File: src/rtl/p_hardisc.sv
// Shared hardisc types and constants for the execute-stage issue controller.
package p_hardisc;

    typedef logic [3:0] f_part;

    typedef enum logic [1:0] {
        EXI_IDLE = 2'd0,
        EXI_EXEC = 2'd1,
        EXI_RESP = 2'd2
    } exe_iss_state;

    localparam int EXE_MDU_TIMEOUT = 40;

endpackage

File: src/rtl/exe_issuer.sv
// Issue/response controller between the OP-stage register and the executor:
// holds operands during execution, waits on the MDU under a watchdog, and buffers the result.
module exe_issuer
    import p_hardisc::*;
#(
    parameter int MDU_TIMEOUT = EXE_MDU_TIMEOUT
) (
    input  logic        s_clk_i,
    input  logic        s_reset_i,
    input  logic        s_flush_i,
    input  logic        s_req_valid_i,
    output logic        s_req_ready_o,
    input  logic        s_req_mdu_i,
    input  f_part       s_req_func_i,
    input  logic [31:0] s_req_op1_i,
    input  logic [31:0] s_req_op2_i,
    input  logic [4:0]  s_req_rd_i,
    output logic        s_exe_mdu_o,
    output f_part       s_exe_func_o,
    output logic [31:0] s_exe_op1_o,
    output logic [31:0] s_exe_op2_o,
    output logic        s_exe_stall_o,
    output logic        s_exe_flush_o,
    input  logic        s_exe_finished_i,
    input  logic [31:0] s_exe_result_i,
    output logic        s_rsp_valid_o,
    input  logic        s_rsp_ready_i,
    output logic [31:0] s_rsp_result_o,
    output logic [4:0]  s_rsp_rd_o,
    output logic        s_rsp_timeout_o
);

    localparam int CNT_W = $clog2(MDU_TIMEOUT + 1);
    localparam logic [CNT_W-1:0] CNT_LAST = CNT_W'(MDU_TIMEOUT - 1);

    exe_iss_state     r_state;
    logic             r_mdu;
    f_part            r_func;
    logic [31:0]      r_op1;
    logic [31:0]      r_op2;
    logic [4:0]       r_rd;
    logic [CNT_W-1:0] r_cnt;
    logic [31:0]      r_result;
    logic [4:0]       r_rsp_rd;
    logic             r_timeout;

    logic w_exec;
    logic w_busy;
    logic w_accept;
    logic w_done;
    logic w_timeout;

    assign w_exec    = (r_state == EXI_EXEC);
    assign w_busy    = (r_state != EXI_IDLE);
    assign w_accept  = s_req_valid_i & s_req_ready_o;
    assign w_done    = w_exec & (~r_mdu | s_exe_finished_i);
    // A finish in the last allowed cycle still wins over the watchdog.
    assign w_timeout = w_exec & r_mdu & ~s_exe_finished_i & (r_cnt == CNT_LAST);

    assign s_req_ready_o = ~s_reset_i & ~s_flush_i &
                           ((r_state == EXI_IDLE) | ((r_state == EXI_RESP) & s_rsp_ready_i));

    assign s_exe_mdu_o   = w_exec & r_mdu;
    assign s_exe_func_o  = w_busy ? r_func : '0;
    assign s_exe_op1_o   = w_busy ? r_op1 : '0;
    assign s_exe_op2_o   = w_busy ? r_op2 : '0;
    assign s_exe_stall_o = (r_state == EXI_RESP);
    assign s_exe_flush_o = s_flush_i | w_timeout;

    assign s_rsp_valid_o   = (r_state == EXI_RESP);
    assign s_rsp_result_o  = r_result;
    assign s_rsp_rd_o      = r_rsp_rd;
    assign s_rsp_timeout_o = r_timeout;

    always_ff @(posedge s_clk_i) begin
        if (s_reset_i) begin
            r_state   <= EXI_IDLE;
            r_mdu     <= 1'b0;
            r_func    <= '0;
            r_op1     <= '0;
            r_op2     <= '0;
            r_rd      <= '0;
            r_cnt     <= '0;
            r_result  <= '0;
            r_rsp_rd  <= '0;
            r_timeout <= 1'b0;
        end else if (s_flush_i) begin
            r_state <= EXI_IDLE;
            r_cnt   <= '0;
        end else if (w_accept) begin
            // Accept is only possible in IDLE or on a RESP handshake, so this covers both.
            r_state <= EXI_EXEC;
            r_mdu   <= s_req_mdu_i;
            r_func  <= s_req_func_i;
            r_op1   <= s_req_op1_i;
            r_op2   <= s_req_op2_i;
            r_rd    <= s_req_rd_i;
            r_cnt   <= '0;
        end else begin
            case (r_state)
                EXI_EXEC: begin
                    if (w_done) begin
                        r_result  <= s_exe_result_i;
                        r_rsp_rd  <= r_rd;
                        r_timeout <= 1'b0;
                        r_state   <= EXI_RESP;
                    end else if (w_timeout) begin
                        r_result  <= '0;
                        r_rsp_rd  <= r_rd;
                        r_timeout <= 1'b1;
                        r_state   <= EXI_RESP;
                    end else if (r_cnt != {CNT_W{1'b1}}) begin
                        r_cnt <= r_cnt + 1'b1;
                    end
                end
                EXI_RESP: begin
                    if (s_rsp_ready_i) begin
                        r_state <= EXI_IDLE;
                    end
                end
                default: begin
                    r_state <= EXI_IDLE;
                end
            endcase
        end
    end

endmodule

File: config.mk
export PLATFORM = sky130hd
export DESIGN_NAME = exe_issuer
export DESIGN_NICKNAME = d
export VERILOG_FILES = /design/src/rtl/p_hardisc.sv /design/src/rtl/exe_issuer.sv
export SDC_FILE = /design/constraint.sdc
export NUM_CORES = 1
export LEC_CHECK = 0
export ABC_CLOCK_PERIOD_IN_PS = 3600
export CORE_MARGIN = 1.5
export CORE_UTILIZATION = 60
export CTS_CLUSTER_SIZE = 12
export DETAILED_ROUTE_END_ITERATION = 8
export DONT_BUFFER_PORTS = 1
export HOLD_SLACK_MARGIN = 0.1
export PLACE_DENSITY = 0.78
export SETUP_SLACK_MARGIN = 0.05
export SYNTH_ARGS = -nofsm -noshare
export SYNTH_HDL_FRONTEND = slang
export SYNTH_SLANG_ARGS = --single-unit
File: constraint.sdc
create_clock -name s_clk_i -period 3.6 [get_ports s_clk_i]
set_clock_uncertainty 0.05 [all_clocks]
set_input_delay 0.72 -clock s_clk_i [delete_from_list [all_inputs] [get_ports s_clk_i]]
set_output_delay 0.72 -clock s_clk_i [all_outputs]
set_load 0.1 [all_outputs]
==> metrics.md <==
| Metric | Value |
|---|---|
| Total GRT Usage | about a quarter |
| Reg2Reg Depth | 4 |
| Detailed Place HPWL | 7770 um |
| YS warnings | 0 |
| Non-filler cells in the finished layout | ~700 |
| Initial Util | between 60 and 70% |
| Place WS | slightly above 0.9 ns |
| Setup ws final | around 0.43 ns |
| DR vias | 3,689 |
| Max clock buf depth | 2 |
| Xor and xnor area share after synthesis | 0.852% |
| Largest net degree at the start of global routing | approximately 150 |
| Mux cell area share after synthesis | between 10% and 20% |
| Slew @ Worst Pin | ~1.0 ns |
| Mapped Cells | ~530 |
| Type of the worst setup path | reg2out |
| Worst R2R End | s_rsp_result_o[14]$_SDFFE_PP0P_ |
| Worst Setup EP | s_exe_op2_o[16] |
| Grt ovf | 0 |
| CTS buffer count | 17 |
| Startpoint types | flop |
| Sink Count | 120 |
| Worst vdd ir | around 0.00043 V |
| Simple-gate portion of the synthesized area | a little under a quarter |
| Area growth syn-to-layout | 21.0% |
| R2R Setup Slk | 1.50 ns |
| Number of global-route vias before repair | between 3,000 and 4,000 |
| CTS tree | done |
| Core Util, Final | 75.3% |
| GPL Wtd Cong | about 0.82 |
| First-pass GRT wire length | about 17,000 um |
| Final Slew Violations | 0 |
| Post-synthesis sequential area ratio | 46.8% |
| #FFs+latches synth | 120 |
| # setup viols final | 0 |
| Latest clock arrival within the worst-skew pair | 0.49 ns |
| Die ar. | 9130 um2 |
| CTS resizes | 0 |
| Fmax | between 0.3 and 0.4 GHz |
| DRC | 0 |
| Post-layout power | 3.19 mW |
| CP Data Required Time | between 2 and 3 ns |
| Post-Syn Area per Cell | around 9.6 um2 |
| Worst Hold Class | in2reg |
| Post-CTS Setup Bufs | 0 |
| Final period util | between 80% and 90% |
| Crit-path max FO | 23 |
| Clock root cell | clkbuf_8 |
| CTS H-Tree Depth | 4 |
| Antenna cells | 0 |
| Mapped Area | 5140 um2 |
| Adder-Cell Fraction of Synth Area | less than 1% |
| Final net count | between 600 and 700 |
| Share of cells above drive strength 1 | 24.4% |
| Initial antenna violation count | 0 |
| Via-to-Cell Ratio | around 5.4 |
| Hold Vio Cnt, Final | 0 |
| Crit. End Element | primary output |
| Arr. time, crit path | around 2.4 ns |
| RSZ-0062 raised after global routing | no |
| I/O pin cnt | 223 |
| PD cells | just over 500 nW/um2 |
| Largest family of logic cells by synthesized area | simple AND/OR/NAND/NOR gates |
| PortBufs | 0 |
| Status | completed |
| Fin crit period | about 3.2 ns |
| Fin Setup TNS | 0 ns |
| Max Cap Viol | 0 |
| Die Span Y | 95.5 um |
| Synth cell types | 37 |
| Placeable Area | 8260 um2 |
| Synth Area in Compound Gates | slightly above 7% |
| Clock-pin slew on the worst setup and hold paths | around 0.060 ns |
| Net Count, Synth | ~650 |
| Worst reg2reg path startpoint | r_state[0]$_SDFFE_PP0P_ |
| Routed WL | 11,300 um |
| Critical path origin | r_state[0]$_SDFFE_PP0P_ |
| Drt first-iter violations | slightly above 90 |
| Relative slew slack | 30.7% |
| DIE WIDTH | 95.5 um |
| CTS hold repair buffers | 0 |
| Routed WL per cell | 16.4 um |
| First-pass iteration count of the detailed router | 4 |
| Leak pwr | approximately 2.8 nW |
| Inst Count DP | between 600 and 700 |
| Final ANT Viol Nets | 0 |
| Row cnt | 33 |
[synthesized netlist by cell type]
| master | number | area share, % |
|---|---|---|
| nor2_1 | 82 | 6.0 |
| buf_2 | 4 | 0.39 |
| nand2b_1 | 46 | 5.6 |
| nor2b_1 | 50 | 6.1 |
| nand2_1 | 2 | 0.15 |
| inv_1 | 34 | 2.5 |
| buf_6 | 7 | 1.5 |
| and3_1 | 1 | 0.12 |
| a21oi_1 | 1 | 0.097 |
| nand4b_1 | 1 | 0.17 |
| buf_4 | 2 | 0.29 |
| xor2_1 | 5 | 0.85 |
| a41oi_2 | 1 | 0.32 |
| nand3b_1 | 1 | 0.15 |
| o211ai_1 | 2 | 0.29 |
| nand3_1 | 1 | 0.097 |
| ha_1 | 1 | 0.24 |
| buf_1 | 1 | 0.073 |
| nor3_4 | 1 | 0.32 |
| mux2i_1 | 80 | 16 |
| nor2_2 | 2 | 0.24 |
| and3b_1 | 1 | 0.17 |
| o21ai_0 | 1 | 0.097 |
| and2b_1 | 19 | 2.8 |
| clkbuf_1 | 23 | 1.7 |
| dfxtp_1 | 120 | 47 |
| and4bb_2 | 1 | 0.24 |
| a21boi_0 | 1 | 0.15 |
| buf_8 | 1 | 0.29 |
| and2_1 | 2 | 0.24 |
| o2111ai_1 | 1 | 0.17 |
| o22ai_1 | 1 | 0.12 |
| nor3_1 | 2 | 0.19 |
| o32ai_1 | 32 | 5.5 |
| a211oi_1 | 2 | 0.29 |
| nand4_1 | 1 | 0.12 |
| a21o_1 | 1 | 0.15 |
[cell families (layout without fill, tap and decap cells)]
logic type      after synthesis  count (layout)
xor+xnor                      5               5
simple gates                213             213
fa+ha+maj                     1               1
flops                       120             120
buf+inv                      72             121
mux                          80              80
compound gates               43              43
[state kept, by name, summed over array words and instances, names as in the netlist, 2 cells and up]
register        flops
r_op2              32
s_rsp_rd_o          5
r_cnt               6
r_func              4
s_rsp_result_o     32
r_state             2
r_rd                5
r_op1              32
[worst max-delay path, cell delays in order (launching register included)]
cell	delay, ns
dfxtp_1	0.40
nor2_4	0.52
buf_4	0.39
and2b_1	0.58
[report_power, final]
part | internal, mW | total, mW | switching [mW]
Combinational | 0.0664 | 0.145 | 0.0786
Clock | 1.10 | 1.65 | 0.549
Sequential | 1.36 | 1.40 | 0.0355
Total | 2.53 | 3.19 | 0.663
[routing by layer]
layer / up-vias / global-route usage [%] / part of all wire, % / wire [um]
li1: 1846 / - / - / -
met3: 13 / 11.3 / 9.8 / 1110
met2: 145 / 40.5 / 50 / 5640
met1: 1685 / 25.6 / 39 / 4370
met5: - / 0 / 0 / 0
met4: 0 / 9.31 / 1.8 / 201
[final cells by class]
type	count	area [um2]
multi-input cells	342	2530
fillers	572	2040
inverters	34	128
repair buffers	57	440
clock buffers	22	463
flip-flops and latches	120	2400
well taps	105	131
clock inverters	8	121
[how the worst min path moves through the flow]
stage / to / slack [ns] / depth (start not counted) / from
floorplan: s_rsp_rd_o[4]$_SDFFE_PP0P_ / 0.40 / 2 / r_rd[4]$_SDFFE_PP0P_
global route: r_op1[6]$_SDFFE_PP0P_ / 0.22 / 1 / s_reset_i
CTS: r_op1[6]$_SDFFE_PP0P_ / 0.22 / 1 / s_reset_i
detailed placement: s_rsp_rd_o[3]$_SDFFE_PP0P_ / 0.42 / 2 / r_rd[3]$_SDFFE_PP0P_
finish: s_rsp_result_o[10]$_SDFFE_PP0P_ / 0.30 / 1 / s_reset_i
global placement: s_rsp_rd_o[1]$_SDFFE_PP0P_ / 0.40 / 2 / r_rd[1]$_SDFFE_PP0P_
[layout by cell type, fill, tap and decap left out, types with 16 or more instances in the layout]
| cell | synthesis | routed |
|---|---|---|
| nor2_1 | 82 | 80 |
| and2b_1 | 19 | 19 |
| dfxtp_1 | 120 | 120 |
| buf_4 | 2 | 56 |
| clkbuf_16 | 0 | 16 |
| nor2b_2 | 0 | 49 |
| mux2i_1 | 80 | 80 |
| inv_1 | 34 | 34 |
| o32ai_1 | 32 | 32 |
| nand2b_1 | 46 | 46 |
[per-stage QoR]
| stage | hold slack, ns | cell area [um2] |
|---|---|---|
| 2_1_floorplan | 0.401 | 5140 |
| 6_report | 0.301 | 6210 |
| 3_3_place_gp | 0.404 | 5630 |
| 4_1_cts | 0.220 | 6210 |
| 5_1_grt | 0.216 | 6210 |
| 3_5_place_dp | 0.421 | 5630 |
Note: power is estimated with default switching activity, not from simulation.
